$ cat src/rtl/eth_parser_multi_if.sv
// Header-word / result-head bundle between the packet front end and the Ethernet header parser.
interface eth_parser_multi_if #(
    parameter int unsigned DATA_WIDTH       = 256,
    parameter int unsigned NUM_QUEUES_WIDTH = 3
);
    logic [DATA_WIDTH-1:0]       tdata;
    logic                        word_IP_DST_HI;
    logic                        eth_parser_rd_info;
    logic                        eth_parser_info_vld;
    logic                        is_for_us;
    logic                        is_arp_pkt;
    logic                        is_ip_pkt;
    logic                        is_broadcast;
    logic                        is_multicast;
    logic                        is_vlan;
    logic [11:0]                 vlan_id;
    logic [NUM_QUEUES_WIDTH-1:0] mac_dst_port_num;

    modport master (
        output tdata, word_IP_DST_HI, eth_parser_rd_info,
        input  eth_parser_info_vld, is_for_us, is_arp_pkt, is_ip_pkt, is_broadcast,
               is_multicast, is_vlan, vlan_id, mac_dst_port_num
    );

    modport slave (
        input  tdata, word_IP_DST_HI, eth_parser_rd_info,
        output eth_parser_info_vld, is_for_us, is_arp_pkt, is_ip_pkt, is_broadcast,
               is_multicast, is_vlan, vlan_id, mac_dst_port_num
    );
endinterface

$ cat src/rtl/eth_parser_multi.sv
// Ethernet header parser: captures dst MAC / ethertype (one optional 802.1Q tag), searches the
// port MAC table one entry per cycle and queues one classification result per accepted header.
module eth_parser_multi #(
    parameter int unsigned C_S_AXIS_DATA_WIDTH = 256,
    parameter int unsigned NUM_MAC_PORTS       = 4,
    parameter int unsigned NUM_QUEUES_WIDTH    = $clog2(2 * NUM_MAC_PORTS),
    parameter int unsigned FIFO_DEPTH_BITS     = 2,
    parameter bit          ACCEPT_MCAST        = 1'b1
) (
    input  logic                         clk,
    input  logic                         reset,
    input  logic [48*NUM_MAC_PORTS-1:0]  mac_table,
    output logic [31:0]                  hdr_drop_count,
    eth_parser_multi_if.slave            bus
);
    localparam int unsigned W     = C_S_AXIS_DATA_WIDTH;
    localparam int unsigned DEPTH = 1 << FIFO_DEPTH_BITS;
    localparam int unsigned IW    = $clog2(NUM_MAC_PORTS) + 1;

    typedef logic [FIFO_DEPTH_BITS-1:0] ptr_t;
    typedef logic [FIFO_DEPTH_BITS:0]   cnt_t;
    typedef logic [IW-1:0]              idx_t;

    typedef struct packed {
        logic [47:0] dst;
        logic [15:0] etype_outer;
        logic [11:0] vid;
        logic [15:0] etype_inner;
    } hdr_t;

    typedef struct packed {
        logic                        for_us;
        logic                        arp;
        logic                        ip;
        logic                        bcast;
        logic                        mcast;
        logic                        vlan;
        logic [11:0]                 vid;
        logic [NUM_QUEUES_WIDTH-1:0] port;
    } res_t;

    typedef enum logic [1:0] {S_IDLE, S_SEARCH, S_WRITE} state_t;

    // Bytes of the first word that the parser never looks at (src MAC, PCP/DEI, payload).
    logic unused_tdata;
    assign unused_tdata = ^{bus.tdata[W-49 -: 48], bus.tdata[W-113 -: 4], bus.tdata[W-145:0]};

    hdr_t   cap_q;
    logic   push_q;
    hdr_t   hfifo_q [DEPTH];
    ptr_t   hwr_q, hrd_q;
    cnt_t   hcnt_q;
    logic [31:0] drop_q;
    res_t   rfifo_q [DEPTH];
    ptr_t   rwr_q, rrd_q;
    cnt_t   rcnt_q;
    state_t state_q;
    idx_t   idx_q;
    logic   found_q;

    always_ff @(posedge clk) begin
        if (reset) begin
            cap_q  <= '0;
            push_q <= 1'b0;
        end else begin
            push_q <= bus.word_IP_DST_HI;
            if (bus.word_IP_DST_HI) begin
                cap_q <= '{dst:         bus.tdata[W-1   -: 48],
                           etype_outer: bus.tdata[W-97  -: 16],
                           vid:         bus.tdata[W-117 -: 12],
                           etype_inner: bus.tdata[W-129 -: 16]};
            end
        end
    end

    // Header FIFO: fullness is judged before the same-cycle pop, so a push into a full FIFO drops.
    logic hfull, hpush_ok, hpop;
    assign hfull    = (hcnt_q == cnt_t'(DEPTH));
    assign hpush_ok = push_q && !hfull;
    assign hpop     = (state_q == S_WRITE);

    always_ff @(posedge clk) begin
        if (hpush_ok) hfifo_q[hwr_q] <= cap_q;
    end

    always_ff @(posedge clk) begin
        if (reset) begin
            hwr_q  <= '0;
            hrd_q  <= '0;
            hcnt_q <= '0;
            drop_q <= '0;
        end else begin
            if (hpush_ok) hwr_q <= hwr_q + ptr_t'(1);
            if (hpop)     hrd_q <= hrd_q + ptr_t'(1);
            if (hpush_ok && !hpop)      hcnt_q <= hcnt_q + cnt_t'(1);
            else if (!hpush_ok && hpop) hcnt_q <= hcnt_q - cnt_t'(1);
            if (push_q && hfull && (drop_q != '1)) drop_q <= drop_q + 32'd1;
        end
    end

    assign hdr_drop_count = drop_q;

    hdr_t        hh;
    logic        h_bcast, h_mcast, h_vlan;
    logic [15:0] h_etype;
    logic [47:0] tbl_ent;

    assign hh      = hfifo_q[hrd_q];
    assign h_bcast = &hh.dst;
    assign h_mcast = hh.dst[40] && !h_bcast;
    assign h_vlan  = (hh.etype_outer == 16'h8100);
    assign h_etype = h_vlan ? hh.etype_inner : hh.etype_outer;

    always_comb begin
        tbl_ent = '0;
        for (int unsigned i = 0; i < NUM_MAC_PORTS; i++) begin
            if (idx_q == idx_t'(i)) tbl_ent = mac_table[48*i +: 48];
        end
    end

    logic rfull, rvld, rpush, rpop;
    assign rfull = (rcnt_q == cnt_t'(DEPTH));
    assign rvld  = (rcnt_q != '0);
    assign rpush = (state_q == S_WRITE);
    assign rpop  = bus.eth_parser_rd_info && rvld;

    always_ff @(posedge clk) begin
        if (reset) begin
            state_q <= S_IDLE;
            idx_q   <= '0;
            found_q <= 1'b0;
        end else begin
            unique case (state_q)
                S_IDLE: begin
                    if ((hcnt_q != '0) && !rfull) begin
                        state_q <= S_SEARCH;
                        idx_q   <= '0;
                        found_q <= 1'b0;
                    end
                end
                S_SEARCH: begin
                    if (h_bcast || h_mcast) begin
                        state_q <= S_WRITE;
                        found_q <= 1'b1;
                        idx_q   <= '0;
                    end else if (hh.dst == tbl_ent) begin
                        state_q <= S_WRITE;
                        found_q <= 1'b1;
                    end else if (idx_q == idx_t'(NUM_MAC_PORTS - 1)) begin
                        state_q <= S_WRITE;
                        found_q <= 1'b0;
                    end else begin
                        idx_q <= idx_q + idx_t'(1);
                    end
                end
                S_WRITE: state_q <= S_IDLE;
                default: state_q <= S_IDLE;
            endcase
        end
    end

    // found_q is also set for group addresses, so for_us re-derives the multicast policy here.
    res_t wres;
    always_comb begin
        wres        = '0;
        wres.bcast  = h_bcast;
        wres.mcast  = h_mcast;
        wres.vlan   = h_vlan;
        wres.vid    = h_vlan ? hh.vid : 12'h000;
        wres.arp    = (h_etype == 16'h0806);
        wres.ip     = (h_etype == 16'h0800);
        wres.for_us = h_bcast || (h_mcast && ACCEPT_MCAST) || (found_q && !h_bcast && !h_mcast);
        wres.port   = found_q ? NUM_QUEUES_WIDTH'({idx_q, 1'b0}) : '0;
    end

    always_ff @(posedge clk) begin
        if (rpush && !rfull) rfifo_q[rwr_q] <= wres;
    end

    always_ff @(posedge clk) begin
        if (reset) begin
            rwr_q  <= '0;
            rrd_q  <= '0;
            rcnt_q <= '0;
        end else begin
            if (rpush && !rfull) rwr_q <= rwr_q + ptr_t'(1);
            if (rpop)            rrd_q <= rrd_q + ptr_t'(1);
            if ((rpush && !rfull) && !rpop)      rcnt_q <= rcnt_q + cnt_t'(1);
            else if (!(rpush && !rfull) && rpop) rcnt_q <= rcnt_q - cnt_t'(1);
        end
    end

    res_t rh;
    assign rh = rvld ? rfifo_q[rrd_q] : '0;

    assign bus.eth_parser_info_vld = rvld;
    assign bus.is_for_us           = rh.for_us;
    assign bus.is_arp_pkt          = rh.arp;
    assign bus.is_ip_pkt           = rh.ip;
    assign bus.is_broadcast        = rh.bcast;
    assign bus.is_multicast        = rh.mcast;
    assign bus.is_vlan             = rh.vlan;
    assign bus.vlan_id             = rh.vid;
    assign bus.mac_dst_port_num    = rh.port;
endmodule

$ cat src/flat_wrapper.sv
// flat-port wrapper written by rule: the top's interface ports become plain ports
module eth_parser_multi_flat 
#(
    parameter int unsigned C_S_AXIS_DATA_WIDTH = 256,
    parameter int unsigned NUM_MAC_PORTS       = 4,
    parameter int unsigned NUM_QUEUES_WIDTH    = $clog2(2 * NUM_MAC_PORTS),
    parameter int unsigned FIFO_DEPTH_BITS     = 2,
    parameter bit          ACCEPT_MCAST        = 1'b1
)
  (clk, reset, mac_table, hdr_drop_count, bus_tdata, bus_word_IP_DST_HI, bus_eth_parser_rd_info, bus_eth_parser_info_vld, bus_is_for_us, bus_is_arp_pkt, bus_is_ip_pkt, bus_is_broadcast, bus_is_multicast, bus_is_vlan, bus_vlan_id, bus_mac_dst_port_num);
  eth_parser_multi_if #(.DATA_WIDTH((256)), .NUM_QUEUES_WIDTH(NUM_QUEUES_WIDTH)) bus_i ();
  input  logic clk;
  input  logic reset;
  input  logic [48*NUM_MAC_PORTS-1:0] mac_table;
  output logic [31:0] hdr_drop_count;
  input wire logic [$bits(bus_i.tdata)-1:0] bus_tdata;
  input wire logic [$bits(bus_i.word_IP_DST_HI)-1:0] bus_word_IP_DST_HI;
  input wire logic [$bits(bus_i.eth_parser_rd_info)-1:0] bus_eth_parser_rd_info;
  output wire logic [$bits(bus_i.eth_parser_info_vld)-1:0] bus_eth_parser_info_vld;
  output wire logic [$bits(bus_i.is_for_us)-1:0] bus_is_for_us;
  output wire logic [$bits(bus_i.is_arp_pkt)-1:0] bus_is_arp_pkt;
  output wire logic [$bits(bus_i.is_ip_pkt)-1:0] bus_is_ip_pkt;
  output wire logic [$bits(bus_i.is_broadcast)-1:0] bus_is_broadcast;
  output wire logic [$bits(bus_i.is_multicast)-1:0] bus_is_multicast;
  output wire logic [$bits(bus_i.is_vlan)-1:0] bus_is_vlan;
  output wire logic [$bits(bus_i.vlan_id)-1:0] bus_vlan_id;
  output wire logic [$bits(bus_i.mac_dst_port_num)-1:0] bus_mac_dst_port_num;
  assign bus_i.tdata = bus_tdata;
  assign bus_i.word_IP_DST_HI = bus_word_IP_DST_HI;
  assign bus_i.eth_parser_rd_info = bus_eth_parser_rd_info;
  assign bus_eth_parser_info_vld = bus_i.eth_parser_info_vld;
  assign bus_is_for_us = bus_i.is_for_us;
  assign bus_is_arp_pkt = bus_i.is_arp_pkt;
  assign bus_is_ip_pkt = bus_i.is_ip_pkt;
  assign bus_is_broadcast = bus_i.is_broadcast;
  assign bus_is_multicast = bus_i.is_multicast;
  assign bus_is_vlan = bus_i.is_vlan;
  assign bus_vlan_id = bus_i.vlan_id;
  assign bus_mac_dst_port_num = bus_i.mac_dst_port_num;
  eth_parser_multi #(.C_S_AXIS_DATA_WIDTH(C_S_AXIS_DATA_WIDTH), .NUM_MAC_PORTS(NUM_MAC_PORTS), .NUM_QUEUES_WIDTH(NUM_QUEUES_WIDTH), .FIFO_DEPTH_BITS(FIFO_DEPTH_BITS), .ACCEPT_MCAST(ACCEPT_MCAST)) u_core (.clk(clk), .reset(reset), .mac_table(mac_table), .hdr_drop_count(hdr_drop_count), .bus(bus_i));
endmodule
$ cat config.mk
export PLATFORM = sky130hd
export DESIGN_NAME = eth_parser_multi_flat
export DESIGN_NICKNAME = d
export VERILOG_FILES = /design/src/rtl/eth_parser_multi_if.sv /design/src/rtl/eth_parser_multi.sv /design/src/flat_wrapper.sv
export SDC_FILE = /design/constraint.sdc
export NUM_CORES = 1
export LEC_CHECK = 0
export BUFFER_PORTS_ARGS = -buffer_cell sky130_fd_sc_hd__buf_2
export CORE_ASPECT_RATIO = 0.75
export CORE_MARGIN = 2
export CORE_UTILIZATION = 55
export CTS_CLUSTER_DIAMETER = 50
export DETAILED_ROUTE_END_ITERATION = 6
export GPL_TIMING_DRIVEN = 1
export MAX_ROUTING_LAYER = met4
export PLACE_DENSITY = 0.87
export SLEW_MARGIN = 10
export SYNTH_ARGS = -nofsm -noshare
export SYNTH_HDL_FRONTEND = slang
export SYNTH_SLANG_ARGS = --single-unit
$ cat constraint.sdc
create_clock -name clk -period 4.55 [get_ports clk]
set_input_delay 0 -clock clk [delete_from_list [all_inputs] [get_ports clk]]
set_output_delay 0 -clock clk [all_outputs]
set_load 0.02 [all_outputs]
Word-level counts from Yosys, hierarchy flattened
Memory sizes are Yosys's and may differ from the RTL's. A register that Yosys moved wholly into a read port is not among the register bits.
Cells that the tools add are included.
{ "word_totals": {"memories": 2, "ram_bits": 452, "regBits": 145, "out_inout_bits": 54} }
{ "mem_list": {"columns": ["memory", "depth", "width", "rd", "rd_ports_with_merged_regs", "wr", "line", "rtl"], "rows": [
  ["u_core.hfifo_q", 4, 92, 1, 1, 1, "eth_parser_multi.sv:50", "hdr_t hfifo_q [DEPTH];"],
  ["u_core.rfifo_q", 4, 21, 1, 1, 1, "eth_parser_multi.sv:54", "res_t rfifo_q [DEPTH];"]
]} }
{ "classes": {"n_reduce_logical": 34, "muxes": 35, "eq_ne": 16, "addsub": 10} }
{ "ops": {"columns": ["operator", "n"], "rows": [
  ["2-to-1 mux 48 bit", 4],
  ["== test 48 bit", 1],
  ["AND reduction 48 bit", 1],
  ["adder 32 x 1 -> 32 bit, second input constant", 1],
  ["== test 16 x 12 -> 1 bit, second input constant", 2],
  ["inequality test 32 bit, second input constant", 1],
  ["2-to-1 mux 3 bit", 9],
  ["2-to-1 mux 21 bit", 1],
  ["== test 16 bit, second input constant", 1],
  ["2-to-1 mux 16 bit", 1],
  ["2-to-1 mux 2 bit", 8],
  ["logical AND 1 bit", 13],
  ["2-to-1 mux 12 bit", 1],
  ["adder 3 x 1 -> 3 bit, second input constant", 3],
  ["adder 2 x 1 -> 2 bit, second input constant", 4],
  ["zero test 1 bit", 8],
  ["2-to-1 mux 1 bit", 8],
  ["== test 3 x 2 -> 1 bit, second input constant", 2],
  ["== test 3 bit, second input constant", 2],
  ["case mux 3 bit (2 select lines)", 1],
  ["nonzero test 2 bit", 3],
  ["nonzero test 3 bit", 2],
  ["subtractor 3 x 1 -> 3 bit, second input constant", 2],
  ["inequality test 4 x 1 -> 1 bit, second input constant", 1],
  ["other kinds (14)", 15]
]} }

Depth between registers and ports, before layout
{ "depth": {"ltp_word": 9, "mapped_depth": 13, "mapped_depth_nobuf": 11} }

Worst setup path after synthesis
Ideal clock, no wire load.
{ "synth_timing": {"kind": "register to register", "from": "register u_core.hcnt_q[0]", "to": "memory u_core.hfifo_q[0][0] (netlist bit), enable pin", "path_stages_with_launch": 4, "arrival_ns": 3.037, "setup_ns": 0.461, "path_slack_ns": 1.052, "period_less_slack_ns": 3.498, "t_required_ns": 4.089, "cell_sequence": "dfxtp_1 -> nor2_1 -> a21boi_1 -> and2_1"} }
{ "synth_via": {"elab_chain_cells": 5} }
{ "synth_lines": {"columns": ["element", "line", "rtl"], "rows": [
  ["start: declaration", "eth_parser_multi.sv:52", "cnt_t hcnt_q;"],
  ["start signal: assignment", "eth_parser_multi.sv:95", "if (hpush_ok && !hpop) hcnt_q <= hcnt_q + cnt_t'(1);"],
  ["start signal: assignment", "eth_parser_multi.sv:96", "else if (!hpush_ok && hpop) hcnt_q <= hcnt_q - cnt_t'(1);"],
  ["== test 3 bit", "eth_parser_multi.sv:78", "assign hfull = (hcnt_q == cnt_t'(DEPTH));"],
  ["zero test 1 bit", "eth_parser_multi.sv:79", "assign hpush_ok = push_q && !hfull;"],
  ["logical AND 1 bit", "eth_parser_multi.sv:79", null],
  ["net u_core.hpush_ok", "eth_parser_multi.sv:77", "logic hfull, hpush_ok, hpop;"],
  ["2-to-1 mux 1 bit", "eth_parser_multi.sv:83", "if (hpush_ok) hfifo_q[hwr_q] <= cap_q;"],
  ["2-to-1 mux 1 bit (implied by the code)", "eth_parser_multi.sv:83", null],
  ["end: declaration", "eth_parser_multi.sv:50", null]
]} }
The timed path passes the listed nets, and every way through them passes these cells.

Final worst setup path
{ "layout_timing": {"from": "register u_core.idx_q[1]", "to": "register u_core.idx_q[2]"} }
{ "layout_via": {"elab_chain_cells": 8} }
{ "layout_lines": {"columns": ["element", "line", "rtl"], "rows": [
  ["start: declaration", "eth_parser_multi.sv:58", "idx_t idx_q;"],
  ["start signal: assignment", "eth_parser_multi.sv:153", "idx_q <= idx_q + idx_t'(1);"],
  ["zero test 3 bit", "eth_parser_multi.sv:117", "if (idx_q == idx_t'(i)) tbl_ent = mac_table[48*i +: 48];"],
  ["2-to-1 mux 48 bit (4 in a row)", "eth_parser_multi.sv:117", null],
  ["== test 48 bit", "eth_parser_multi.sv:146", "end else if (hh.dst == tbl_ent) begin"],
  ["inequality test 3 x 2 -> 1 bit (no line)", null, null],
  ["AND reduction 4 bit (no line)", null, null]
]} }
Parallel ways exist; a longest one is shown, timed or not. The select of a mux whose other input is x is not followed.
A chain may end at the register's enable or synchronous reset.

==> out/results.ini <==
[yosys]
ys_seq_area_frac=0.686
synth_seq_cells=597
yosys_warnings=0
synthArstFlopShare=0
synth_nets=1983
syn_avg_cell_area_um2=15.8
netlist_top_cells_area=edfxtp_1 (56%), dfxtp_1 (12%), mux4_2 (8.3%)
syn_inst=1513
synth_top_area_frac=0.562
yosysUniqueCellTypes=48
synth_top_area_cell=edfxtp_1
synth_enable_flop_cells=448
netlist_area_mm2=0.0240
synth-main-ff-cell=edfxtp_1

[worst_setup_path]
cp.buffers_inverters=2
cp-start-kind=flop
cp_slowest_stage_delay_ns=0.62
critPathMaxFanout=27
cp_slowest_cell=ha_2
cp.arrival_ns=4.51
cp.required_ns=5.02
endpoint_kind=flop
crit_type=flop to flop
crit_family=compound AO/OA/AOI/OAI gates
path_cells=inv_1 -> ha_2 -> nor2b_4 -> buf_4 -> a221o_1 -> a32oi_1 -> xnor2_1 -> nor4_1 -> nand4_1 -> o41a_1 -> o31a_1 -> o32ai_1

[grt]
grt_overflow=0
grt_pass1_vias=15100
grt.total_usage=0.275
grt_pass1_wl_mm=89.3
antenna_found_initial=10
grt_max_degree=77

[finish]
instances_no_fill=2579
post-route-util=0.674
final_nets=2416
syn_to_final_growth_pct=21.5
drive_gt1_frac=0.282

[power]
leakage_nw=10.6
ir_drop_mv=0.298
cellPowerDensity_mw_per_mm2=439

[timing]
slew_headroom=0.282
fin_setup_tns_ns=0
drv_slew=0
rsz0062_at_grt=no
fmax_mhz=248
finalHoldViolations=0
setup_viol=0
skew_ns=0.0242
max_slew.worst_pin.slew_ns=1.08
fin_crit_sh=0.888
period_minus_slack_ns=4.04

[die]
die_h_um=185
dieArea_mm2=0.0453
ioPinCount=506
die_w_um=245
row_count=66
initial_core_util=0.555
coreArea_mm2=0.0432

[placed_design]
dp_hpwl_mm=40.3
port_buffers=340
dp.cells=2373
gp_congestion=0.956

[clock_network]
cts_tree=done
cts_buffers=56
clock_path_buffers=3
insertion_delay_ns=0.59
clk_pin_slew_worst_paths_ns=0.07
htree_levels=2
clock-sinks=597
cts.repair.resized=0
clockRootBuffer=clkbuf_16

[route]
drtIter0Drc=1253
post_drt_via_cell_ratio=5.83
first_pass_iters=7
num_vias=15000
drcViolationCount=0
wl_mm=61.1
drtAntennaViolNets=0
routedWlPerCell_um=23.7

[run_status]
status=completed

[hold_path]
min_path_type=input pin to flop

[run]
maxCapViolCount=0

## layer usage
layer  wire length [um]  GRT usage  up-vias  share of wire
met5                  0          -        -              0
met2              29200      0.440      695           0.48
li1                   -          -     6752              -
met3               4370     0.0397      135          0.071
met1              24600      0.353     7457           0.40
met4               2950      0.124        0          0.048
## logic make-up (layout without fill, tap and decap cells)
family,Yosys count,after routing,synth area share
buf+inv,102,583,0.0179
other cells,1,8,0.000157
fa+ha+maj,18,18,0.0100
xor+xnor,89,89,0.0325
flops,597,597,0.686
simple gates,392,392,0.0836
mux,185,185,0.123
compound gates,129,129,0.0464
## power by group
part / leakage (nW) / internal [W] / switching, W
Sequential: 5.42 / 0.00607 / 0.000156
Combinational: 4.28 / 0.000902 / 0.00103
Clock: 0.925 / 0.00264 / 0.00197
Total: 10.6 / 0.00961 / 0.00316
## cell usage in the layout, fill, tap and decap left out, types with 51 or more instances in the layout
| master | instances |
|---|---|
| edfxtp_1 | 448 |
| buf_2 | 338 |
| nor2_1 | 154 |
| dfxtp_1 | 147 |
| mux2i_1 | 97 |
| dlygate4sd3_1 | 93 |
| mux4_2 | 88 |
| clkbuf_16 | 59 |
| xnor2_1 | 57 |
| nand2b_1 | 51 |
## flip-flops by register name, indices dropped and copies added, names as in the netlist, 2 cells and up, named ones only
| register | cells |
|---|---|
| u_core.state_q | 2 |
| u_core.rrd_q | 2 |
| u_core.hrd_q | 2 |
| u_core.hfifo_q | 368 |
| u_core.rfifo_q | 80 |
| u_core.cap_q | 92 |
| u_core.idx_q | 3 |
| u_core.hcnt_q | 3 |
| u_core.hdr_drop_count | 32 |
| u_core.rcnt_q | 3 |
| u_core.hwr_q | 2 |
| u_core.rwr_q | 2 |
## stage by stage
stage	cell area, um^2	total power [W]	hold WS, ns	worst slack [ns]
floorplan	24000	0.00755	0.147	1.05
global placement	26300	0.00812	0.231	0.668
detailed placement	26300	0.00818	0.243	0.611
CTS	29100	0.0128	0.00766	0.569
global route	29100	0.0132	0.0395	0.318
finish	29100	0.0128	0.00299	0.511
## layout make-up
cell class | count | area [um^2]
Multi-Input combinational cell | 814 | 7130
Tap cell | 578 | 723
Fill cell | 2796 | 14100
Clock inverter | 20 | 155
Sequential cell | 597 | 16400
Timing Repair Buffer | 462 | 2880
Antenna cell | 7 | 17.5
Inverter | 15 | 56.3
Clock buffer | 86 | 1690
## cells in the mapped netlist, types with 2 or more instances
cell type / instances
clkbuf_1: 45
o21ai_0: 4
dfxtp_1: 149
buf_6: 2
nor3_1: 12
nor2_1: 155
a211oi_1: 5
buf_1: 19
or3_1: 5
nand2b_1: 51
nand3_1: 16
buf_4: 2
edfxtp_1: 448
nor4b_1: 5
ha_1: 16
a31oi_1: 2
a221o_1: 48
a21oi_1: 13
fa_1: 2
nor2b_1: 19
nand4_1: 26
a32oi_1: 48
and4_1: 2
mux4_2: 88
buf_2: 19
nor4_1: 26
or2_2: 2
inv_1: 15
o32ai_1: 2
and3_1: 14
and2_1: 30
xnor2_1: 57
mux2i_1: 97
nand2_1: 24
xor2_1: 32
## path summary, 6_finish.rpt
kind | slack, ns | startpoint | to | cells past startpoint
worst max-delay path | 0.51 | u_core.idx_q[1] | u_core.idx_q[2] | 12
worst min-delay path | 0.003 | reset | u_core.cap_q[30] | 2
worst max register to register | 0.51 | u_core.idx_q[1] | u_core.idx_q[2] | 12
worst min register to register | 0.50 | u_core.cap_q[79] | u_core.hfifo_q[1][79] | 0
## what timing repair did
action | 4_1_cts | 5_1_grt
hold buffers | 93 | 0
setup buffers | 0 | 0
endpoints found under the hold margin | 96 | 0
(Power assumes the default switching activity.)
